--- config.mk ---
export PLATFORM = sky130hd
export DESIGN_NAME = uart_rx
export DESIGN_NICKNAME = d
export VERILOG_FILES = /design/src/rtl/uart_rx.sv
export SDC_FILE = /design/constraint.sdc
export NUM_CORES = 1
export LEC_CHECK = 0
export BUFFER_PORTS_ARGS = -buffer_cell sky130_fd_sc_hd__buf_2
export CELL_PAD_IN_SITES_DETAIL_PLACEMENT = 1
export CELL_PAD_IN_SITES_GLOBAL_PLACEMENT = 1
export CORE_ASPECT_RATIO = 0.75
export CORE_UTILIZATION = 43
export CTS_CLUSTER_SIZE = 40
export DETAILED_ROUTE_END_ITERATION = 7
export PLACE_DENSITY_LB_ADDON = 0.1
export SETUP_SLACK_MARGIN = 0.05
export SYNTH_ARGS = -nofsm -noshare
export SYNTH_HDL_FRONTEND = slang
export SYNTH_SLANG_ARGS = --single-unit
--- constraint.sdc ---
create_clock -name i_clk -period 2.05 [get_ports i_clk]
set_input_delay 0.5125 -clock i_clk [delete_from_list [all_inputs] [get_ports i_clk]]
set_output_delay 0.5125 -clock i_clk [all_outputs]
set_load 0.1 [all_outputs]
--- src/rtl/uart_rx.sv ---
// uart_rx: 8N1 UART receiver with a 2-flop input synchronizer and mid-bit sampling.
// Define UART_RX_PARITY_EN to add an even-parity bit (PARITY state) and the o_parity_err output.
module uart_rx #(
  parameter int CLKS_PER_BIT = 1250
) (
  input  logic       i_clk,
  input  logic       i_rst_n,
  input  logic       i_rx,
  output logic [7:0] o_data,
  output logic       o_valid,
  output logic       o_frame_err,
  output logic       o_busy
`ifdef UART_RX_PARITY_EN
  ,
  output logic       o_parity_err
`endif
);
  localparam logic [10:0] LP_FULL = 11'(CLKS_PER_BIT - 1);
  localparam logic [10:0] LP_HALF = 11'(CLKS_PER_BIT / 2 - 1);

  typedef enum logic [2:0] {
    S_IDLE,
    S_START,
    S_DATA,
`ifdef UART_RX_PARITY_EN
    S_PARITY,
`endif
    S_STOP
  } state_t;

  state_t      r_state;
  state_t      w_next;
  logic        r_sync1;
  logic        r_rx_s;
  logic        r_armed;
  logic [10:0] r_cnt;
  logic [2:0]  r_bit_idx;
  logic [7:0]  r_shift;
  logic        w_half;
  logic        w_full;
  logic        w_data_smp;
  logic        w_stop_smp;
  logic        w_par_bad;
  logic        w_load;
  logic        w_ferr;
`ifdef UART_RX_PARITY_EN
  logic        r_par;
`endif

  assign w_half = (r_cnt == LP_HALF);
  assign w_full = (r_cnt == LP_FULL);

  always_ff @(posedge i_clk or negedge i_rst_n) begin
    if (!i_rst_n) r_state <= S_IDLE;
    else          r_state <= w_next;
  end

  always_comb begin
    w_next = r_state;
    case (r_state)
      S_IDLE:  if (r_armed && !r_rx_s) w_next = S_START;
      S_START: if (w_half) w_next = r_rx_s ? S_IDLE : S_DATA;
`ifdef UART_RX_PARITY_EN
      S_DATA:   if (w_full && (r_bit_idx == 3'd7)) w_next = S_PARITY;
      S_PARITY: if (w_full) w_next = S_STOP;
`else
      S_DATA:  if (w_full && (r_bit_idx == 3'd7)) w_next = S_STOP;
`endif
      S_STOP:  if (w_full) w_next = S_IDLE;
      default: w_next = S_IDLE;
    endcase
  end

  always_comb begin
    w_data_smp = (r_state == S_DATA) && w_full;
    w_stop_smp = (r_state == S_STOP) && w_full;
`ifdef UART_RX_PARITY_EN
    w_par_bad  = w_stop_smp && (r_par != ^r_shift);
`else
    w_par_bad  = 1'b0;
`endif
    w_load     = w_stop_smp && r_rx_s && !w_par_bad;
    w_ferr     = w_stop_smp && !r_rx_s;
    o_busy     = (r_state != S_IDLE);
  end

  // Synchronizer idles high so reset never looks like a start bit.
  always_ff @(posedge i_clk or negedge i_rst_n) begin
    if (!i_rst_n) begin
      r_sync1      <= 1'b1;
      r_rx_s       <= 1'b1;
      r_armed      <= 1'b0;
      r_cnt        <= 11'd0;
      r_bit_idx    <= 3'd0;
      r_shift      <= 8'h00;
      o_data       <= 8'h00;
      o_valid      <= 1'b0;
      o_frame_err  <= 1'b0;
`ifdef UART_RX_PARITY_EN
      r_par        <= 1'b0;
      o_parity_err <= 1'b0;
`endif
    end else begin
      r_sync1 <= i_rx;
      r_rx_s  <= r_sync1;
      if (w_ferr)                          r_armed <= 1'b0;
      else if ((r_state == S_IDLE) && r_rx_s) r_armed <= 1'b1;
      if ((w_next != r_state) || w_data_smp || (r_state == S_IDLE)) r_cnt <= 11'd0;
      else                                                        r_cnt <= r_cnt + 11'd1;
      if (w_data_smp) begin
        r_shift   <= {r_rx_s, r_shift[7:1]};
        r_bit_idx <= r_bit_idx + 3'd1;
      end
      o_valid     <= w_load;
      o_frame_err <= w_ferr;
      if (w_load) o_data <= r_shift;
`ifdef UART_RX_PARITY_EN
      if ((r_state == S_PARITY) && w_full) r_par <= r_rx_s;
      o_parity_err <= w_par_bad;
`endif
    end
  end

endmodule
==> Yosys cells after proc, flatten, opt, wreduce, memory -nomap -nowiden <==
Cells that the tools add are included.
{ "totals": {"register_bits": 38, "latch_bits": 0, "ram_bits": 0, "mem_bits_ro": 0, "in_bits": 3, "output_inout_bits": 11, "elab_cells": 41, "mem_count": 0} }
{ "op_classes": {"n_addsub": 2, "mul": 0, "div": 0, "magnitude_cmp": 0, "n_eq_ne": 7, "shifts": 0, "mux": 9, "bitwise": 0, "reduce_logical": 13} }
{ "ops": {"columns": ["operator", "n"], "rows": [
  ["3-bit two-way mux", 4],
  ["3-bit one-hot mux with 4 select lines", 1],
  ["11-bit by 1-bit adder with 11-bit output, second input constant", 1],
  ["11-bit by 10-bit == test with 1-bit output, second input constant", 1],
  ["11-bit == test, second input constant", 1],
  ["11-bit two-way mux", 1],
  ["1-bit logical AND", 7],
  ["3-bit by 2-bit == test with 1-bit output, second input constant", 2],
  ["3-bit by 1-bit adder with 3-bit output, second input constant", 1],
  ["3-bit by 1-bit == test with 1-bit output, second input constant", 1],
  ["3-bit == test, second input constant", 1],
  ["3-bit zero test", 1],
  ["3-bit inequality test", 1],
  ["3-bit nonzero test", 1],
  ["1-bit logical OR", 2],
  ["1-bit two-way mux", 2],
  ["2-bit two-way mux", 1],
  ["2-bit nonzero test", 1],
  ["1-bit zero test", 1]
]} }

==> Depth between registers and ports, before layout <==
Gate-level depths: netlist of the first run.
{ "depth": {"word_depth": 8, "depth_mapped": 7, "depth_no_buf": 6} }

==> Least setup slack after synthesis of the first run <==
No wires, ideal clock.
{ "synth_timing": {"path_type": "flip-flop to flip-flop", "startpoint": "register r_cnt[2]", "endpoint": "register o_data[0]", "setup_ns": 0.125, "arrival_time_ns": 1.848, "t_required_ns": 1.925, "slack_ns": 0.077, "stages_incl_launch_ff": 6, "n_path_buf": 1, "cell_sequence": "dfrtp_1 -> or4b_4 -> nor3b_2 -> and4_1 -> buf_4 -> mux2_2"} }
{ "synth_via": {"elab_chain_cells": 3} }
{ "synth_rtl": {"columns": ["element", "line", "source"], "rows": [
  ["start, declared", "36", "logic [10:0] r_cnt;"],
  ["start signal, assigned", "109", "else r_cnt <= r_cnt + 11'd1;"],
  ["11-bit == test", "51", "assign w_full = (r_cnt == LP_FULL);"],
  ["1-bit logical AND", "76", "w_stop_smp = (r_state == S_STOP) && w_full;"],
  ["1-bit logical AND", "82", "w_load = w_stop_smp && r_rx_s && !w_par_bad;"],
  ["end signal, assigned", "116", "if (w_load) o_data <= r_shift;"],
  ["end, declared", "9", "output logic [7:0] o_data,"]
]} }
Every way passes these cells.
A chain may end at the register's enable or synchronous reset.

==> Final worst setup path of the first run <==
{ "layout_timing": {"startpoint": "register r_cnt[3]", "endpoint": "register r_cnt[6]"} }
{ "layout_via": {"elab_chain_cells": 8, "elab_cells_between_ends": 13, "cone_classes": "add/sub: 1; eq/ne: 3; mux: 5; reduce/logical: 4"} }
{ "layout_rtl": {"columns": ["element", "line", "source"], "rows": [
  ["11-bit == test", "51", null],
  ["1-bit logical AND", "67", "S_DATA: if (w_full && (r_bit_idx == 3'd7)) w_next = S_STOP;"],
  ["3-bit two-way mux", "67", null],
  ["3-bit one-hot mux with 4 select lines", "60", "case (r_state)"],
  ["3-bit inequality test", "108", "if ((w_next != r_state) || w_data_smp || (r_state == S_IDLE)) r_cnt <= 11'd0;"],
  ["1-bit logical OR (2 in a row)", "108", null],
  ["11-bit two-way mux (*)", "108", null]
]} }
Every way passes the cells marked *; elsewhere a longest branch is shown, timed or not.

==> results_dict.tcl, run 1 <==
set metrics [dict create \
    status "complete, but fails checks" \
    violations "negative setup slack" \
    drt_iter0_markers 81 \
    die_h_um 56.6 \
    grt_pass1_wl_um 6410 \
    period_minus_slack_ps 2090 \
    first_pass_iters 4 \
    crit_start "r_cnt[3]$_DFF_PN0_" \
    setup_ws_ps -44.6 \
    crit_type "flip-flop to flip-flop" \
    synth_fp_nets 142 \
    grt_overflow_total 0 \
    grt_pass1_vias 1236 \
    wl_um 3800 \
    synth_area_um2 1710 \
    drive_above_1_share_pct 42.1 \
    switching_share_pct 21.4 \
    dieWidth_um 74.8 \
    yosysWarnings 0 \
    antenna_found_initial 0 \
    syn_inst 134 \
    portBuffers 13 \
    synth-seq-cells 38 \
    synth_edf_count 0 \
    io-pin-count 14 \
    hold_class "input pin to async pin" \
    finalHoldViolCount 0 \
    synth_cell_types 36 \
    clk_path_buf_depth 2 \
    total_power_mw 1.63 \
    min_period_over_period_pct 102 \
    layout.cells.non_filler 223 \
    hold_buffers 0 \
    power_density_nw_per_um2 746 \
    cts.sinks 38 \
    wl_per_cell_um 17.0 \
    cts.clk_slew.worst_paths_ps 80 \
    num_vias 1172 \
    finalSetupViolations 5 \
    timing.rr.start "r_cnt[3]$_DFF_PN0_" \
    clock-skew-final_ps 8.21 \
    grt_max_degree 22 \
    cts-root-buf "clkbuf_8" \
    fin_hold_ws_ps 145 \
    hpwl_um 2680 \
    internal_power_mw 1.28 \
    clk_latency_ps 300 \
    ys_seq_area_share_pct 55.8 \
    nets 178 \
    rsz0062_at_grt "true" \
    p_leak_nw 1.07 \
    end_kind "flip-flop" \
    htree_levels 2 \
    required_ps 2220 \
    coreArea_um2 3730 \
    place_inst 211 \
    numCtsBuffers 5 \
    critPathLaunchType "flip-flop" \
    final-max-slew-violation-count 0 \
    p_switching_mw 0.349 \
    p_clk_share_pct 47.0 \
    pwr-share-comb_pct 5.8 \
    ir_drop_mv 0.519 \
    drv_cap 0 \
    ant_nets 0 \
    syn_to_final_growth_pct 28.0 \
    diodes 0 \
    ys_async_sr_fraction_pct 100 \
    placementRows 19 \
    cts_tree "done" \
    final_core_util_pct 58.6 \
    die_area_um2 4230 \
    synth.avg_cell_area_um2 12.8 \
    critPathMaxFanout 5 \
    max_freq_ghz 0.477 \
    grt_usage_pct 21.1 \
    synth-main-ff-cell "dfrtp_1" \
    start_util_pct 45.8 \
    p_seq_share_pct 47.3 \
    cp.arrival_ps 2270 \
    fillers 395 \
    vias_per_cell 5.26 \
    gp_congestion 0.770 \
    drc 0 \
]
final timing paths:
path	slack, ps	depth (start not counted)	end
min in group i_clk	310	1	r_sync1$_DFF_PN1_
max	-40	5	r_cnt[6]$_DFF_PN0_
max in group asynchronous	1440	2	r_shift[2]$_DFFE_PN0P_
max reg2reg	-40	5	r_cnt[6]$_DFF_PN0_
min reg2reg	350	0	r_rx_s$_DFF_PN1_
min	140	1	r_cnt[10]$_DFF_PN0_
cell usage after synthesis (all sizes together), types with 2 or more instances:
cell type | count | share of area [%]
and3 | 2 | 0.73
and4 | 3 | 1.5
buf | 2 | 1.1
dfrtp | 36 | 53
dfstp | 2 | 3.1
ha | 5 | 3.7
inv | 4 | 0.88
mux2 | 18 | 12
nand2 | 6 | 1.3
nand2b | 2 | 0.73
nand3 | 2 | 0.59
nand4 | 3 | 1.1
nor2 | 17 | 3.7
nor2b | 3 | 1.1
nor3 | 2 | 0.59
nor4b | 2 | 1.9
xnor2 | 5 | 2.6
xor2 | 5 | 2.6
repair_timing:
item / CTS / global route
pin swaps: 3 / 8
buffers inserted: 1 / 2
setup endpoints to repair: 17 / 20
cloned: 1 / 0
resized for setup: 2 / 11
registers in the layout (all words and copies together), names as in the netlist:
name / cells
o_data: 8
o_frame_err: 1
o_valid: 1
r_armed: 1
r_bit_idx: 3
r_cnt: 11
r_rx_s: 1
r_shift: 8
r_state: 3
r_sync1: 1
per-stage QoR:
step / area, um^2 / setup TNS (ps) / setup slack, ps
floorplan: 1710 / 0 / 76.5
global placement: 1940 / 0 / 32.2
detailed placement: 1940 / -13.1 / -8.68
CTS: 2110 / 0 / 29.1
global route: 2190 / -379 / -54.4
finish: 2190 / -90.5 / -44.6
cell usage in the layout (no fill, tap or decap), types with 5 or more instances in the layout:
cell,n
ha_1,5
mux2_2,17
dfrtp_1,36
clkbuf_8,5
buf_4,15
nor2_1,13
nand2_1,6
xnor2_1,5
buf_2,12
xor2_1,5
cells by family (layout without fill, tap and decap cells):
group                      after synthesis  after routing  share of synthesized area, %
and+or+nand+nor                         48             48                          17.3
DFF                                     38             38                          55.8
muxes                                   19             19                          12.4
xor gates and xnor gates                10             10                          5.12
buffers and inverters                    7             43                          2.20
AOI/OAI and AO/OA                        6              7                          3.29
adders and majority gates                5              5                          3.66
other                                    1              1                         0.219
power groups by stage:
stage / clock [mW] / sequential (mW) / combinational (mW)
after detailed placement: 0 / 0.785 / 0.0805
final: 0.766 / 0.771 / 0.0943
after global placement: 0 / 0.783 / 0.0778
after floorplan: 0 / 0.781 / 0.0400
after global routing: 0.813 / 0.772 / 0.102
after CTS: 0.776 / 0.770 / 0.0850
per-layer routing:
| metal | track usage, % | vias up | routed length [um] |
|---|---|---|---|
| li1 | - | 538 | - |
| met1 | 30.3 | 603 | 1940 |
| met2 | 30.5 | 25 | 1700 |
| met3 | 4.85 | 6 | 101 |
| met4 | 8.89 | 0 | 64 |
| met5 | 0 | - | 0 |
worst max-delay path, stage by stage (launching register included):
cell	delay (ps)
dfrtp_1	390
or4b_4	610
buf_12	160
o311ai_4	340
a21boi_4	380
nor2_1	80
layout make-up:
type                    count  area, um^2  share of cell area [%]
multi-input cells          90         785                    35.9
clock inverters             3        68.8                    3.15
inverters                   4        15.0                   0.686
repair buffers             31         231                    10.6
well taps                  52        65.1                    2.97
flip-flops and latches     38         953                    43.6
clock buffers               5        68.8                    3.15
(Power assumes the default switching activity.)
==> run 2: changes to the inputs <==
- CORE_UTILIZATION: 43 -> 30
- SKIP_CTS_REPAIR_TIMING: default -> 1
==> run 2 against run 1 <==
  * The run now ends clean
  * Sequential power is essentially flat
  * Clock power down 19%
  * Non-clock buffer count grew 1
  * Clock-buffer cell count up 2
  * First-iteration DRC count down 73%
  * Critical path type unchanged
  * Critical endpoint is now o_data[5]$_DFFE_PN0P_
  * Highest routed layer unchanged
==> results_dict.tcl, run 2 (same netlist as run 1, synthesis figures left out) <==
set metrics [dict create \
    die_h_um 67.4 \
    nets 179 \
    finalSetupTns_ps 0 \
    vias_per_cell 4.59 \
    ir_drop_mv 0.327 \
    diodes 0 \
    max_freq_ghz 0.493 \
    critPathMaxFanout 8 \
    cts-root-buf "clkbuf_8" \
    top_register "r_cnt" \
    htree_levels 2 \
    place_inst 233 \
    period_minus_slack_ps 2030 \
    min_period_over_period_pct 98.9 \
    status "complete, no violations" \
    end_kind "flip-flop" \
    final-max-slew-violation-count 0 \
    drc 0 \
    finalHoldViolCount 0 \
    drv_cap 0 \
    largest_reg_flops 11 \
    grt_pass1_vias 1138 \
    power_density_nw_per_um2 679 \
    total_power_mw 1.48 \
    placementRows 23 \
    grt_pass1_wl_um 5920 \
    io-pin-count 14 \
    antenna_found_initial 0 \
    critPathLaunchType "flip-flop" \
    coreArea_um2 5410 \
    dieWidth_um 89.2 \
    drive_above_1_share_pct 39.5 \
    final_core_util_pct 40.4 \
    wl_per_cell_um 15.6 \
    die_area_um2 6010 \
    layout.cells.non_filler 247 \
    rsz0062_at_grt "true" \
    crit_type "flip-flop to flip-flop" \
    ant_nets 0 \
    numCtsBuffers 5 \
    rr_worst_depth 7 \
    drt_iter0_markers 22 \
    clk_latency_ps 280 \
    cts.clk_slew.worst_paths_ps 80 \
    place_ws_ps 0.375 \
    gp_congestion 0.740 \
    finalSetupViolations 0 \
    num_vias 1134 \
    cts.sinks 38 \
    cts_tree "done" \
    setup_ws_ps 23.2 \
    reg_top3 "r_cnt: 11 flops, o_data: 8 flops, r_shift: 8 flops" \
    final_common_cell "dfrtp_1" \
    grt_overflow_total 0 \
    clock-skew-final_ps 8.05 \
    wl_um 3840 \
    final_cell_mix "36 x dfrtp_1, 17 x buf_4, 15 x nor2_1" \
    grt_usage_pct 13.7 \
    hold_class "input pin to async pin" \
    required_ps 2210 \
    syn_to_final_growth_pct 28.0 \
    p_leak_nw 1.03 \
    cp.arrival_ps 2190 \
    portBuffers 13 \
    grt_max_degree 21 \
    first_pass_iters 3 \
    start_util_pct 31.6 \
    clk_path_buf_depth 2 \
    hpwl_um 2660 \
]
-- run 2: cell types whose count changed in the layout (fill, tap and decap cells not counted), moves of 2 or more --
| cell | before | now |
|---|---|---|
| mux2_2 | 17 | 9 |
| mux2_4 | 0 | 8 |
| buf_4 | 15 | 17 |
| clkbuf_1 | 0 | 2 |
| nor2_1 | 13 | 15 |
| nor2_2 | 4 | 2 |
-- run 2: per-layer routing --
metal / wire length [um] / track usage [%] / up-vias
met5: 0 / 0 / -
met2: 1670 / 19.1 / 11
li1: - / - / 549
met4: 35 / 4.76 / 0
met3: 107 / 3.79 / 5
met1: 2030 / 20.1 / 569
-- run 2: worst paths after layout --
kind                                    startpoint                     to  slack (ps)
worst min register to register   r_sync1$_DFF_PN1_       r_rx_s$_DFF_PN1_         360
worst max register to register  r_cnt[0]$_DFF_PN0_  o_data[5]$_DFFE_PN0P_          20
worst max-delay path            r_cnt[0]$_DFF_PN0_  o_data[5]$_DFFE_PN0P_          20
min in group i_clk                            i_rx      r_sync1$_DFF_PN1_         320
max in group asynchronous                  i_rst_n  o_data[7]$_DFFE_PN0P_        1390
worst min-delay path                       i_rst_n    r_cnt[10]$_DFF_PN0_         180
-- run 2: power breakdown --
part | total [mW] | internal, mW | switching [mW]
Combinational | 0.0928 | 0.0368 | 0.0561
Clock | 0.621 | 0.364 | 0.257
Sequential | 0.771 | 0.759 | 0.0123
Total | 1.48 | 1.16 | 0.325
-- run 2: final cells by class --
type | instances | area [um^2]
Clock buffer | 7 | 76.3
Fill cell | 608 | 3220
Multi-Input combinational cell | 90 | 792
Inverter | 4 | 15.0
Tap cell | 75 | 93.8
Sequential cell | 38 | 953
Timing Repair Buffer | 32 | 226
Clock inverter | 1 | 30.0
-- run 2: per-stage QoR --
| step | area (um^2) | hold slack [ps] |
|---|---|---|
| finish | 2190 | 181 |
| global route | 2190 | 205 |
| CTS | 2070 | 197 |
| detailed placement | 1960 | 349 |
| global placement | 1960 | 354 |
| floorplan | 1710 | 217 |
-- run 2: critical path, stage by stage, from the launching register on --
cell	delay, ps
dfrtp_1	410
buf_4	130
ha_1	160
nor4bb_2	260
nor3b_2	240
and4_1	230
buf_6	170
mux2_4	310
